$ cat config.mk
export PLATFORM = sky130hd
export DESIGN_NAME = uart_tx
export DESIGN_NICKNAME = d
export VERILOG_FILES = /design/src/rtl/uart_pkg.sv /design/src/rtl/uart_baud_counter.sv /design/src/rtl/uart_tx.sv
export SDC_FILE = /design/constraint.sdc
export NUM_CORES = 1
export LEC_CHECK = 0
export ABC_AREA = 1
export BUFFER_PORTS_ARGS = -buffer_cell sky130_fd_sc_hd__buf_4
export CAP_MARGIN = 20
export CORE_AREA = 2 2 89 74
export CTS_CLUSTER_DIAMETER = 60
export DETAILED_ROUTE_END_ITERATION = 12
export DIE_AREA = 0 0 91 76
export HOLD_SLACK_MARGIN = 0.15
export PLACE_DENSITY = 0.48
export SYNTH_ARGS = -nofsm -noshare
export SYNTH_HDL_FRONTEND = slang
export SYNTH_SLANG_ARGS = --single-unit
$ cat constraint.sdc
create_clock -name i_Clk -period 2.1 [get_ports i_Clk]
set_input_delay 0.42 -clock i_Clk [delete_from_list [all_inputs] [get_ports i_Clk]]
set_output_delay 0.42 -clock i_Clk [all_outputs]
set_load 0.02 [all_outputs]
$ cat src/rtl/uart_pkg.sv
// Shared UART definitions: state encoding, bit timing and parity helpers.
// Used by both the transmitter and the receiver so frame settings stay matched.
package uart_pkg;

    typedef enum logic [2:0] {
        IDLE,
        START,
        DATA,
        PARITY,
        STOP
    } state_t;

    localparam int unsigned BIT_CNT_W = 4;

    function automatic int unsigned calc_bit_cycles(
        input int unsigned clk_hz,
        input int unsigned baud
    );
        return clk_hz / baud;
    endfunction

    // data_xor is the XOR of all data bits
    function automatic logic parity_bit(
        input logic data_xor,
        input logic odd
    );
        return data_xor ^ odd;
    endfunction

endpackage

$ cat src/rtl/uart_baud_counter.sv
// Loadable bit-period down-counter; o_bit_end marks the last cycle of a bit.
// Shared by the UART transmitter and receiver.
module uart_baud_counter #(
    parameter int unsigned BIT_CYCLES = 10
) (
    input  logic i_Clk,
    input  logic i_Rst_n,
    input  logic i_load,
    output logic o_bit_end
);

    localparam int unsigned CNT_W = $clog2(BIT_CYCLES);
    localparam logic [CNT_W-1:0] RELOAD = CNT_W'(BIT_CYCLES - 1);

    logic [CNT_W-1:0] count;

    always_ff @(posedge i_Clk or negedge i_Rst_n) begin
        if (!i_Rst_n) begin
            count <= '0;
        end else if (i_load) begin
            count <= RELOAD;
        end else if (count != '0) begin
            count <= count - 1'b1;
        end
    end

    assign o_bit_end = (count == '0);

endmodule

$ cat src/rtl/uart_tx.sv
// UART transmitter: valid/ready word input, one-entry holding register,
// LSB-first serial output with optional parity and 0..2 stop bits.
module uart_tx
    import uart_pkg::*;
#(
    parameter int unsigned CLOCK_FREQ_HZ = 25_000_000,
    parameter int unsigned BAUD_RATE     = 9_600,
    parameter int unsigned DATA_BITS     = 8,
    parameter int unsigned PARITY_BIT    = 0,
    parameter int unsigned ODD_PARITY    = 1,
    parameter int unsigned STOP_BITS     = 1
) (
    input  logic                 i_Clk,
    input  logic                 i_Rst_n,
    input  logic [DATA_BITS-1:0] i_data,
    input  logic                 i_valid,
    output logic                 o_ready,
    output logic                 o_tx,
    output logic                 o_busy,
    output logic                 o_done
);

    localparam int unsigned BIT_CYCLES =
        calc_bit_cycles(CLOCK_FREQ_HZ, BAUD_RATE);

    localparam logic [BIT_CNT_W-1:0] DATA_LAST =
        BIT_CNT_W'(DATA_BITS - 1);
    localparam logic [BIT_CNT_W-1:0] STOP_LAST =
        (STOP_BITS > 0) ? BIT_CNT_W'(STOP_BITS - 1) : '0;

    generate
        if (BIT_CYCLES < 2) begin : g_bad_baud
            $error("uart_tx: BIT_CYCLES must be at least 2");
        end
    endgenerate

    state_t                 state;
    state_t                 state_n;
    logic                   full;
    logic [DATA_BITS-1:0]   hold;
    logic [DATA_BITS-1:0]   shreg;
    logic                   par_q;
    logic [BIT_CNT_W-1:0]   bit_cnt;
    logic                   bit_end;
    logic                   load;
    logic                   transfer;
    logic                   frame_end;
    logic                   accept;
    logic                   done_q;
    logic                   tx_n;

    assign o_ready = !full;
    assign accept  = i_valid && !full;
    assign load    = transfer || ((state != IDLE) && bit_end);

    uart_baud_counter #(
        .BIT_CYCLES (BIT_CYCLES)
    ) u_baud (
        .i_Clk     (i_Clk),
        .i_Rst_n   (i_Rst_n),
        .i_load    (load),
        .o_bit_end (bit_end)
    );

    always_comb begin
        state_n   = state;
        transfer  = 1'b0;
        frame_end = 1'b0;
        unique case (state)
            IDLE: begin
                if (full) begin
                    transfer = 1'b1;
                    state_n  = START;
                end
            end
            START: begin
                if (bit_end) state_n = DATA;
            end
            DATA: begin
                if (bit_end && bit_cnt == DATA_LAST) begin
                    if (PARITY_BIT != 0) state_n = PARITY;
                    else if (STOP_BITS != 0) state_n = STOP;
                    else frame_end = 1'b1;
                end
            end
            PARITY: begin
                if (bit_end) begin
                    if (STOP_BITS != 0) state_n = STOP;
                    else frame_end = 1'b1;
                end
            end
            STOP: begin
                if (bit_end && bit_cnt == STOP_LAST) frame_end = 1'b1;
            end
            default: state_n = IDLE;
        endcase
        // a queued word starts immediately, with no idle bit
        if (frame_end) begin
            if (full) begin
                transfer = 1'b1;
                state_n  = START;
            end else begin
                state_n = IDLE;
            end
        end
    end

    always_comb begin
        tx_n = 1'b1;
        unique case (state)
            IDLE:    tx_n = 1'b1;
            START:   tx_n = 1'b0;
            DATA:    tx_n = shreg[0];
            PARITY:  tx_n = par_q;
            STOP:    tx_n = 1'b1;
            default: tx_n = 1'b1;
        endcase
    end

    always_ff @(posedge i_Clk or negedge i_Rst_n) begin
        if (!i_Rst_n) begin
            state   <= IDLE;
            bit_cnt <= '0;
        end else begin
            state <= state_n;
            if (state_n != state) begin
                bit_cnt <= '0;
            end else if (bit_end && (state == DATA || state == STOP)) begin
                bit_cnt <= bit_cnt + 1'b1;
            end
        end
    end

    always_ff @(posedge i_Clk or negedge i_Rst_n) begin
        if (!i_Rst_n) begin
            full <= 1'b0;
            hold <= '0;
        end else if (accept) begin
            full <= 1'b1;
            hold <= i_data;
        end else if (transfer) begin
            full <= 1'b0;
        end
    end

    always_ff @(posedge i_Clk or negedge i_Rst_n) begin
        if (!i_Rst_n) begin
            shreg <= '0;
            par_q <= 1'b0;
        end else if (transfer) begin
            shreg <= hold;
            par_q <= parity_bit(^hold, ODD_PARITY != 0);
        end else if (state == DATA && bit_end) begin
            shreg <= shreg >> 1;
        end
    end

    // outputs lag the state by one cycle so every line bit is a full period
    always_ff @(posedge i_Clk or negedge i_Rst_n) begin
        if (!i_Rst_n) begin
            o_tx   <= 1'b1;
            o_busy <= 1'b0;
            done_q <= 1'b0;
            o_done <= 1'b0;
        end else begin
            o_tx   <= tx_n;
            o_busy <= (state != IDLE);
            done_q <= frame_end;
            o_done <= done_q;
        end
    end

endmodule

==> flow_summary.ini, run 1 <==
[floorplan]
die_h_um = 76
dieWidth_um = 91
die_area_sq_mm = 0.00692
fp.coreArea_sq_mm = 0.00612
fp-row-count = 26
initial_core_util_pct = 33.8
io_pins = 15

[detailed_routing]
drt_iter0_drc = 68
routed_wl_mm = 3.89
drt-met1-wl_mm = 2.08
dr_wl_met2_mm = 1.63
drtAntennaViolNets = 0
drc = 0
vias_per_cell = 4.42
num_vias = 1503
wl_met3_um = 125
dr.pass1.iters = 4
drt-wirelength-per-cell_um = 11.4
top_layer_used = met4

[finish]
final_cell_mix = nand2_1 (41), dfrtp_1 (40), nor2_1 (30), inv_1 (18), buf_4 (17)
syn_to_final_growth_pct = 16.3
n_antenna_cell = 0
final_nets = 270
final_common_cell = nand2_1
drive_above_1_share_pct = 19.5
nFillCells = 664

[timing]
hold_viol = 0
worstMarginPinSlew_ns = 0.515
drv_slew = 0
finalSetupTns_ns = 0
fin_worst_skew_ns = 0.00758
min_period_over_period_pct = 90.4
max_freq_mhz = 527
rsz0062_at_grt = false
min_period_ns = 1.90
finalSetupViolations = 0
maxSlewHeadroom_pct = 65.6

[critical_path]
critPathMaxStageDelay_ns = 0.40
path_class = flip-flop to flip-flop
slowest_stage = dfrtp_1
cp_top_family = simple AND/OR/NAND/NOR gates
worstPathRequired_ns = 2.31
worstPathArrival_ns = 2.11
path_common_cell = nand2_1
cp_max_fo = 11
worstPathCellList = inv_1, ha_1, nand2_1, nor2_2, nand2_2, inv_2, nand2_1, nand2_1, inv_2, o21ai_1
critPathBufInv = 3
start_kind = flip-flop
crit_path_end_kind = flip-flop

[power]
ir_drop_uv = 375
p_leak_nw = 1.06
powerDensity_mw_per_mm2 = 755
total_power_mw = 1.82

[synth]
synth_top_flop_cell = dfrtp_1
netlist_area_sq_mm = 0.00207
synth_edf_count = 0
ys_warn_count = 0
seq_area_frac_synth_pct = 49.7
async_reset_ff_share_pct = 100
ys_seq_elements = 41
synth_cells = 232
yosysUniqueCellTypes = 23
syn_avg_cell_area_sq_um = 8.91
synth_nets = 247

[place]
dp_hpwl_mm = 2.83
place_congestion = 0.800
port_buffers = 14

[clock_network]
root_buffer = clkbuf_8
path_clk_slew_ns = 0.08
cts_buffer_depth = 2
cts_tree = done
postCtsSetupRepairBufs = 0
clkSinkCount = 41
clkLatencyLatePin_ns = 0.29
cts_buffers = 5
ctsHtreeMaxLevel = 2

[global_route]
grt_use_total_pct = 12.4
overflow = 0
grt_max_degree = 42
antenna_found_initial = 0
grt_pass1_vias = 1444
grt_first_pass_wirelength_mm = 6.85

[status]
outcome = complete, no violations

[hold_path]
hp-class = flip-flop to flip-flop

[job]
drv_cap = 0
==> cell families (layout without fill, tap and decap cells) <==
group | after synthesis | in the layout | share of synthesized area, %
xor+xnor | 17 | 17 | 7.20
compound gates | 30 | 30 | 8.17
mux | 8 | 8 | 4.36
fa+ha+maj | 4 | 4 | 2.42
buf+inv | 24 | 48 | 5.08
simple gates | 108 | 108 | 23.1
flops | 41 | 41 | 49.7
==> final timing paths <==
| path | startpoint | slack [ns] | to | depth (start not counted) |
|---|---|---|---|---|
| max | u_baud.count[0] | 0.20 | u_baud.count[11] | 10 |
| min | done_q | 0.35 | o_done | 0 |
| max reg2reg | u_baud.count[0] | 0.20 | u_baud.count[11] | 10 |
| min reg2reg | done_q | 0.35 | o_done | 0 |
| max in group asynchronous | i_Rst_n | 1.09 | o_tx | 2 |
| min in group asynchronous | i_Rst_n | 0.64 | o_done | 2 |
==> flip-flops by register name, indices dropped and copies added (netlist names) <==
| name | flops |
|---|---|
| o_busy | 1 |
| u_baud.count | 12 |
| full | 1 |
| state | 3 |
| done_q | 1 |
| hold | 8 |
| o_done | 1 |
| o_tx | 1 |
| shreg | 8 |
| par_q | 1 |
| bit_cnt | 4 |
==> final cells by class <==
cell class                      instances  area, sq um  area share (%)
Sequential cell                        41         1030            42.7
Inverter                               22         82.6            3.43
Multi-Input combinational cell        167          936            38.9
Tap cell                               84          105            4.37
Timing Repair Buffer                   18          138            5.72
Clock inverter                          1         30.0            1.25
Clock buffer                            7         86.3            3.59
==> where the power goes <==
group,switching (mW),leakage [nW],internal (mW)
clock,0.268,0.0585,0.388
sequential,0.0540,0.485,0.848
combinational,0.100,0.517,0.158
==> cell usage after synthesis, types with 2 or more instances <==
library cell	n	area [sq um]
nand4_1	5	31.3
a21oi_1	9	45.0
nand3_1	11	55.1
nor2_1	30	113
xnor2_1	9	78.8
inv_1	18	67.6
nor2_2	6	37.5
a211oi_1	2	15.0
o21ai_0	5	25.0
inv_2	4	15.0
xor2_1	8	70.1
nor3_1	9	45.0
buf_6	2	22.5
dfrtp_1	40	1000
o21ai_1	12	60.1
nand2_1	41	154
mux2_2	8	90.1
nand2_2	5	31.3
ha_1	4	50.1
==> per-layer routing <==
layer  track usage [%]  vias to the layer above
met2              17.7                       20
met3              3.26                        6
met4              5.00                        0
met5                 0                        -
met1              17.8                      679
li1                  -                      798
==> through the flow <==
stage | utilization [%] | std cells | cell area, sq um | setup WS [ns] | hold WS (ns)
2_1_floorplan | - | 232 | 2070 | 0.484 | 0.124
3_3_place_gp | 37.3 | 331 | 2280 | 0.165 | 0.332
3_5_place_dp | 37.3 | 331 | 2280 | 0.188 | 0.336
4_1_cts | 39.3 | 340 | 2400 | 0.167 | 0.348
5_1_grt | 39.3 | 340 | 2400 | 0.0110 | 0.346
6_report | 39.3 | 340 | 2400 | 0.202 | 0.353
==> repair_timing <==
action                                 CTS  global route
endpoints found under the hold margin   40             0
resized for setup                        0             0
hold buffers                             1             0
Note: power is estimated with default switching activity, not from simulation.
==> inputs of run 2 (changes only) <==
Settings changed: CELL_PAD_IN_SITES_DETAIL_PLACEMENT from default to 0, CELL_PAD_IN_SITES_GLOBAL_PLACEMENT from default to 1, PLACE_DENSITY 0.48 to 0.59.
==> flow_summary.ini, run 2 (synthesis gave the netlist of run 1 again) <==
[finish]
syn_to_final_growth_pct = 16.0
reg.largest.list = u_baud.count x12, hold x8, shreg x8
n_antenna_cell = 0
regMostFlops = u_baud.count
drive_above_1_share_pct = 20.6
final_cell_mix = nand2_1 (41), dfrtp_1 (40), nor2_1 (29), inv_1 (18), buf_4 (18)
final_nets = 271
final_common_cell = nand2_1
largest_reg_flops = 12

[critical_path]
cp_max_fo = 11
path_common_cell = nand2_1
worstPathArrival_ns = 2.08
worstPathCellList = inv_1, ha_1, nand2_1, nor2_2, nand2_2, inv_2, nand2_1, nand2_1, inv_2, o21ai_1
crit-reg2reg-launch = u_baud.count[0]
start_kind = flip-flop
rr_endpoint = u_baud.count[0]
slowest_stage = dfrtp_1
rr_worst_depth = 10
r2r_setup_slack_ns = 0.23
path_class = flip-flop to flip-flop
critPathMaxStageDelay_ns = 0.40
crit_path_end_kind = flip-flop
worstPathRequired_ns = 2.32

[global_route]
overflow = 0
use_met1_pct = 21.4
grt_use_total_pct = 13.3
top_usage_layer = met1
grt_util_met2_pct = 17.3
grt_max_degree = 42
antenna_found_initial = 0
grt_first_pass_wirelength_mm = 7.38
use_met3_pct = 2.97
grt_pass1_vias = 1532

[clock_network]
clkLatencyLatePin_ns = 0.29
cts_tree = done
cts_buffers = 5
root_buffer = clkbuf_8
postCtsSetupRepairBufs = 0
clkSinkCount = 41
ctsHtreeMaxLevel = 2
path_clk_slew_ns = 0.08
cts_buffer_depth = 2

[timing]
fin_worst_skew_ns = 0.00522
min_period_ns = 1.87
drv_slew = 0
rsz0062_at_grt = false
maxSlewHeadroom_pct = 65.4
min_period_over_period_pct = 88.8
max_freq_mhz = 536
worst_slack_ns = 0.235
hold_viol = 0
finalSetupViolations = 0
worstMarginPinSlew_ns = 0.520
finalSetupTns_ns = 0

[power]
p_leak_nw = 1.06
ir_drop_uv = 285
powerDensity_mw_per_mm2 = 724

[floorplan]
dieWidth_um = 91
fp.coreArea_sq_mm = 0.00612
fp-row-count = 26
die_area_sq_mm = 0.00692
io_pins = 15
die_h_um = 76
initial_core_util_pct = 33.8

[job]
drv_cap = 0

[place]
dp_hpwl_mm = 3.09
port_buffers = 14
pre_cts_slack_ns = 0.222
place_congestion = 0.836

[hold_path]
holdPathEnd = o_done
hp-class = flip-flop to flip-flop
holdCritStartpoint = done_q
holdPathStages = 0

[detailed_routing]
drtAntennaViolNets = 0
drt_iter0_drc = 61
dr.pass1.iters = 4
num_vias = 1552
routed_wl_mm = 4.22
vias_per_cell = 4.55
drc = 0
drt-wirelength-per-cell_um = 12.4

[status]
outcome = complete, no violations
run 2: cell count changes in the layout (fill, tap and decap cells not counted), sizes merged:
| cell | delta |
|---|---|
| clkinv | +1 |
| bufinv | -1 |
| buf | +1 |
run 2: worst max-delay path by stage:
stage	from	end	cells past startpoint
6_report	u_baud.count[0]	u_baud.count[0]	10
5_1_grt	u_baud.count[0]	bit_cnt[0]	11
4_1_cts	u_baud.count[0]	shreg[3]	9
3_5_place_dp	u_baud.count[0]	shreg[2]	9
3_3_place_gp	bit_cnt[0]	shreg[3]	9
2_1_floorplan	u_baud.count[0]	bit_cnt[2]	10
run 2: area by class of cell:
cell class,instances,area [sq um]
Fill cell,667,3720
Clock buffer,7,96.3
Timing Repair Buffer,19,145
Inverter,22,82.6
Clock inverter,1,5.00
Tap cell,84,105
Multi-Input combinational cell,167,938
Sequential cell,41,1030
run 2: metrics by stage:
stage          utilization, %  instance area, sq um  hold WS (ns)  power, mW  cells
3_5_place_dp             37.4                  2290         0.337       1.19    332
5_1_grt                  39.2                  2400         0.348       1.85    341
4_1_cts                  39.2                  2400         0.345       1.77    341
2_1_floorplan               -                  2070         0.124       1.11    232
6_report                 39.2                  2400         0.352       1.74    341
3_3_place_gp             37.4                  2290         0.336       1.19    332
run 2: timing repair:
action                                 4_1_cts  5_1_grt
resized for setup                            0        1
hold buffers                                 1        0
setup endpoints to repair                    0        2
endpoints found under the hold margin       40        0
run 2: worst max-delay path: cells and delay by family, from the launching register on:
kind / cells / cell delay, ns
adder cells (fa/ha/maj): 1 / 0.21
AO/OA/AOI/OAI: 1 / 0.09
buffers and inverters: 3 / 0.36
AND/OR/NAND/NOR: 5 / 0.74
flip-flops: 1 / 0.40
run 2: metal layers:
layer	wire length, um	up-vias
li1	-	796
met1	2340	719
met2	1670	32
met3	153	5
met4	58	0
met5	0	-
run 2: power breakdown:
group          internal, mW  switching (mW)  total, mW  leakage [nW]
sequential            0.847          0.0562      0.904         0.485
clock                 0.297           0.267      0.564        0.0542
combinational         0.158           0.111      0.269         0.524
total                  1.30           0.434       1.74          1.06
==> inputs of run 3 (changes only) <==
Settings changed: BUFFER_PORTS_ARGS -buffer_cell sky130_fd_sc_hd__buf_4 to default, CTS_BUF_LIST from default to sky130_fd_sc_hd__clkbuf_8, DONT_BUFFER_PORTS from default to 1, PLACE_DENSITY 0.59 to 0.56.
==> flow_summary.ini, run 3 (synthesis gave the netlist of run 1 again) <==
[place]
port_buffers = 0
place_congestion = 0.761
dp.cells = 319
dp_hpwl_mm = 3.07
placed_cell_area_sq_mm = 0.00219

[job]
drv_cap = 0

[power]
powerDensity_mw_per_mm2 = 790
p_leak_nw = 1.01
p_clk_share_pct = 36.4
ir_drop_uv = 324
total_power_mw = 1.85
p_seq_share_pct = 48.7
switching_power_uw = 470
combPwrFrac_pct = 14.9
switching_share_pct = 25.3
p_int_mw = 1.38

[timing]
finalSetupViolations = 0
worstMarginPinSlew_ns = 0.343
finalSetupTns_ns = 0
min_period_over_period_pct = 87.7
min_period_ns = 1.84
rsz0062_at_grt = false
hold_viol = 0
fin_worst_skew_ns = 0.00449
maxSlewHeadroom_pct = 77.0
max_freq_mhz = 543
hold_slack_ns = 0.264
drv_slew = 0

[finish]
n_antenna_cell = 0
final_cell_mix = nand2_1 (40), dfrtp_1 (40), nor2_1 (29), inv_1 (18), o21ai_1 (12)
fin_area_sq_mm = 0.00234
drive_above_1_share_pct = 17.1
regMostFlops = u_baud.count
largest_reg_flops = 12
syn_to_final_growth_pct = 13.3
reg.largest.list = u_baud.count x12, hold x8, shreg x8
final_cells = 329
final_nets = 259

[clock_network]
cts_tree = done
cts_buffers = 5
path_clk_slew_ns = 0.08
ctsHtreeMaxLevel = 2
clkLatencyLatePin_ns = 0.30
clkSinkCount = 41
root_buffer = clkbuf_8
cts_buffer_depth = 2

[critical_path]
rr_worst_depth = 9
path_common_cell = nand2_2
worst-path-stages = 9
worstPathRequired_ns = 2.33
cp_max_fo = 11
path_class = flip-flop to flip-flop
slowest_stage = dfrtp_1
critPathBufInv = 1
critPathMaxStageDelay_ns = 0.40
crit_path_end_kind = flip-flop
cp_top_family = simple AND/OR/NAND/NOR gates
worstPathCellList = inv_1, ha_1, nand2_1, nor2_2, nand2_2, a21oi_4, nand2_2, xor2_1, nor2_1
start_kind = flip-flop
worstPathArrival_ns = 2.07

[global_route]
grt_util_met2_pct = 17.9
antenna_found_initial = 0
grt_pass1_vias = 1480
grt_first_pass_wirelength_mm = 7.42
top_usage_layer = met1
grt_use_total_pct = 13.7
overflow = 0
grt_max_degree = 42
use_met1_pct = 21.0
use_met3_pct = 3.46

[floorplan]
io_pins = 15
fp-row-count = 26
dieWidth_um = 91
die_area_sq_mm = 0.00692
fp.coreArea_sq_mm = 0.00612
die_h_um = 76
initial_core_util_pct = 33.8

[detailed_routing]
dr.pass1.iters = 4
routed_wl_mm = 4.19
drc = 0
num_vias = 1485
drt_iter0_drc = 81
drt-wirelength-per-cell_um = 12.7
drtAntennaViolNets = 0
vias_per_cell = 4.51

[hold_path]
holdPathStages = 1
hp-class = primary input to flip-flop

[status]
outcome = complete, no violations
[run 3: final cells by class]
cell class | instances | area (sq um)
fill | 659 | 3770
sequential | 41 | 1030
multi-input combinational | 167 | 941
tap | 84 | 105
clock buffer | 6 | 82.6
inverter | 22 | 82.6
timing repair buffer | 7 | 67.6
clock inverter | 2 | 37.5
[run 3: routing by layer]
layer | vias up | share of wire (%)
met4 | 0 | 1.9
met3 | 8 | 3.7
li1 | 773 | -
met1 | 681 | 56
met2 | 23 | 39
met5 | - | 0
[run 3: repair_timing]
| action | 4_1_cts | 5_1_grt |
|---|---|---|
| setup endpoints to repair | 0 | 3 |
| hold buffers | 2 | 0 |
| buffers inserted | 0 | 0 |
| resized for setup | 0 | 2 |
| hold endpoints to repair | 41 | 0 |
[run 3: through the flow]
step / setup slack (ns) / util [%]
2_1_floorplan: 0.484 / -
3_3_place_gp: 0.259 / 35.8
3_5_place_dp: 0.219 / 35.8
4_1_cts: 0.198 / 38.2
5_1_grt: 0.0357 / 38.3
6_report: 0.257 / 38.3
[run 3: worst paths after layout]
path / from / endpoint / slack (ns)
hold reg to reg: done_q / o_done / 0.36
max in group asynchronous: i_Rst_n / o_tx / 1.24
setup reg to reg: u_baud.count[0] / bit_cnt[2] / 0.26
setup / recovery: u_baud.count[0] / bit_cnt[2] / 0.26
min in group asynchronous: i_Rst_n / shreg[5] / 0.58
hold / removal: i_data[3] / hold[3] / 0.26
[run 3: worst reg2reg max path: stages, from the launching register on]
cell and delay [ns]:
dfrtp_1 0.40, inv_1 0.14, ha_1 0.22, nand2_1 0.08
nor2_2 0.16, nand2_2 0.21, a21oi_4 0.25, nand2_2 0.07
xor2_1 0.14, nor2_1 0.10
[run 3: power groups by stage]
stage               sequential, mW  clock (mW)  combinational (mW)
finish                       0.902       0.675               0.275
global route                 0.913       0.740               0.297
CTS                          0.905       0.699               0.276
detailed placement           0.921           0               0.249
global placement             0.918           0               0.250
floorplan                    0.904           0               0.207
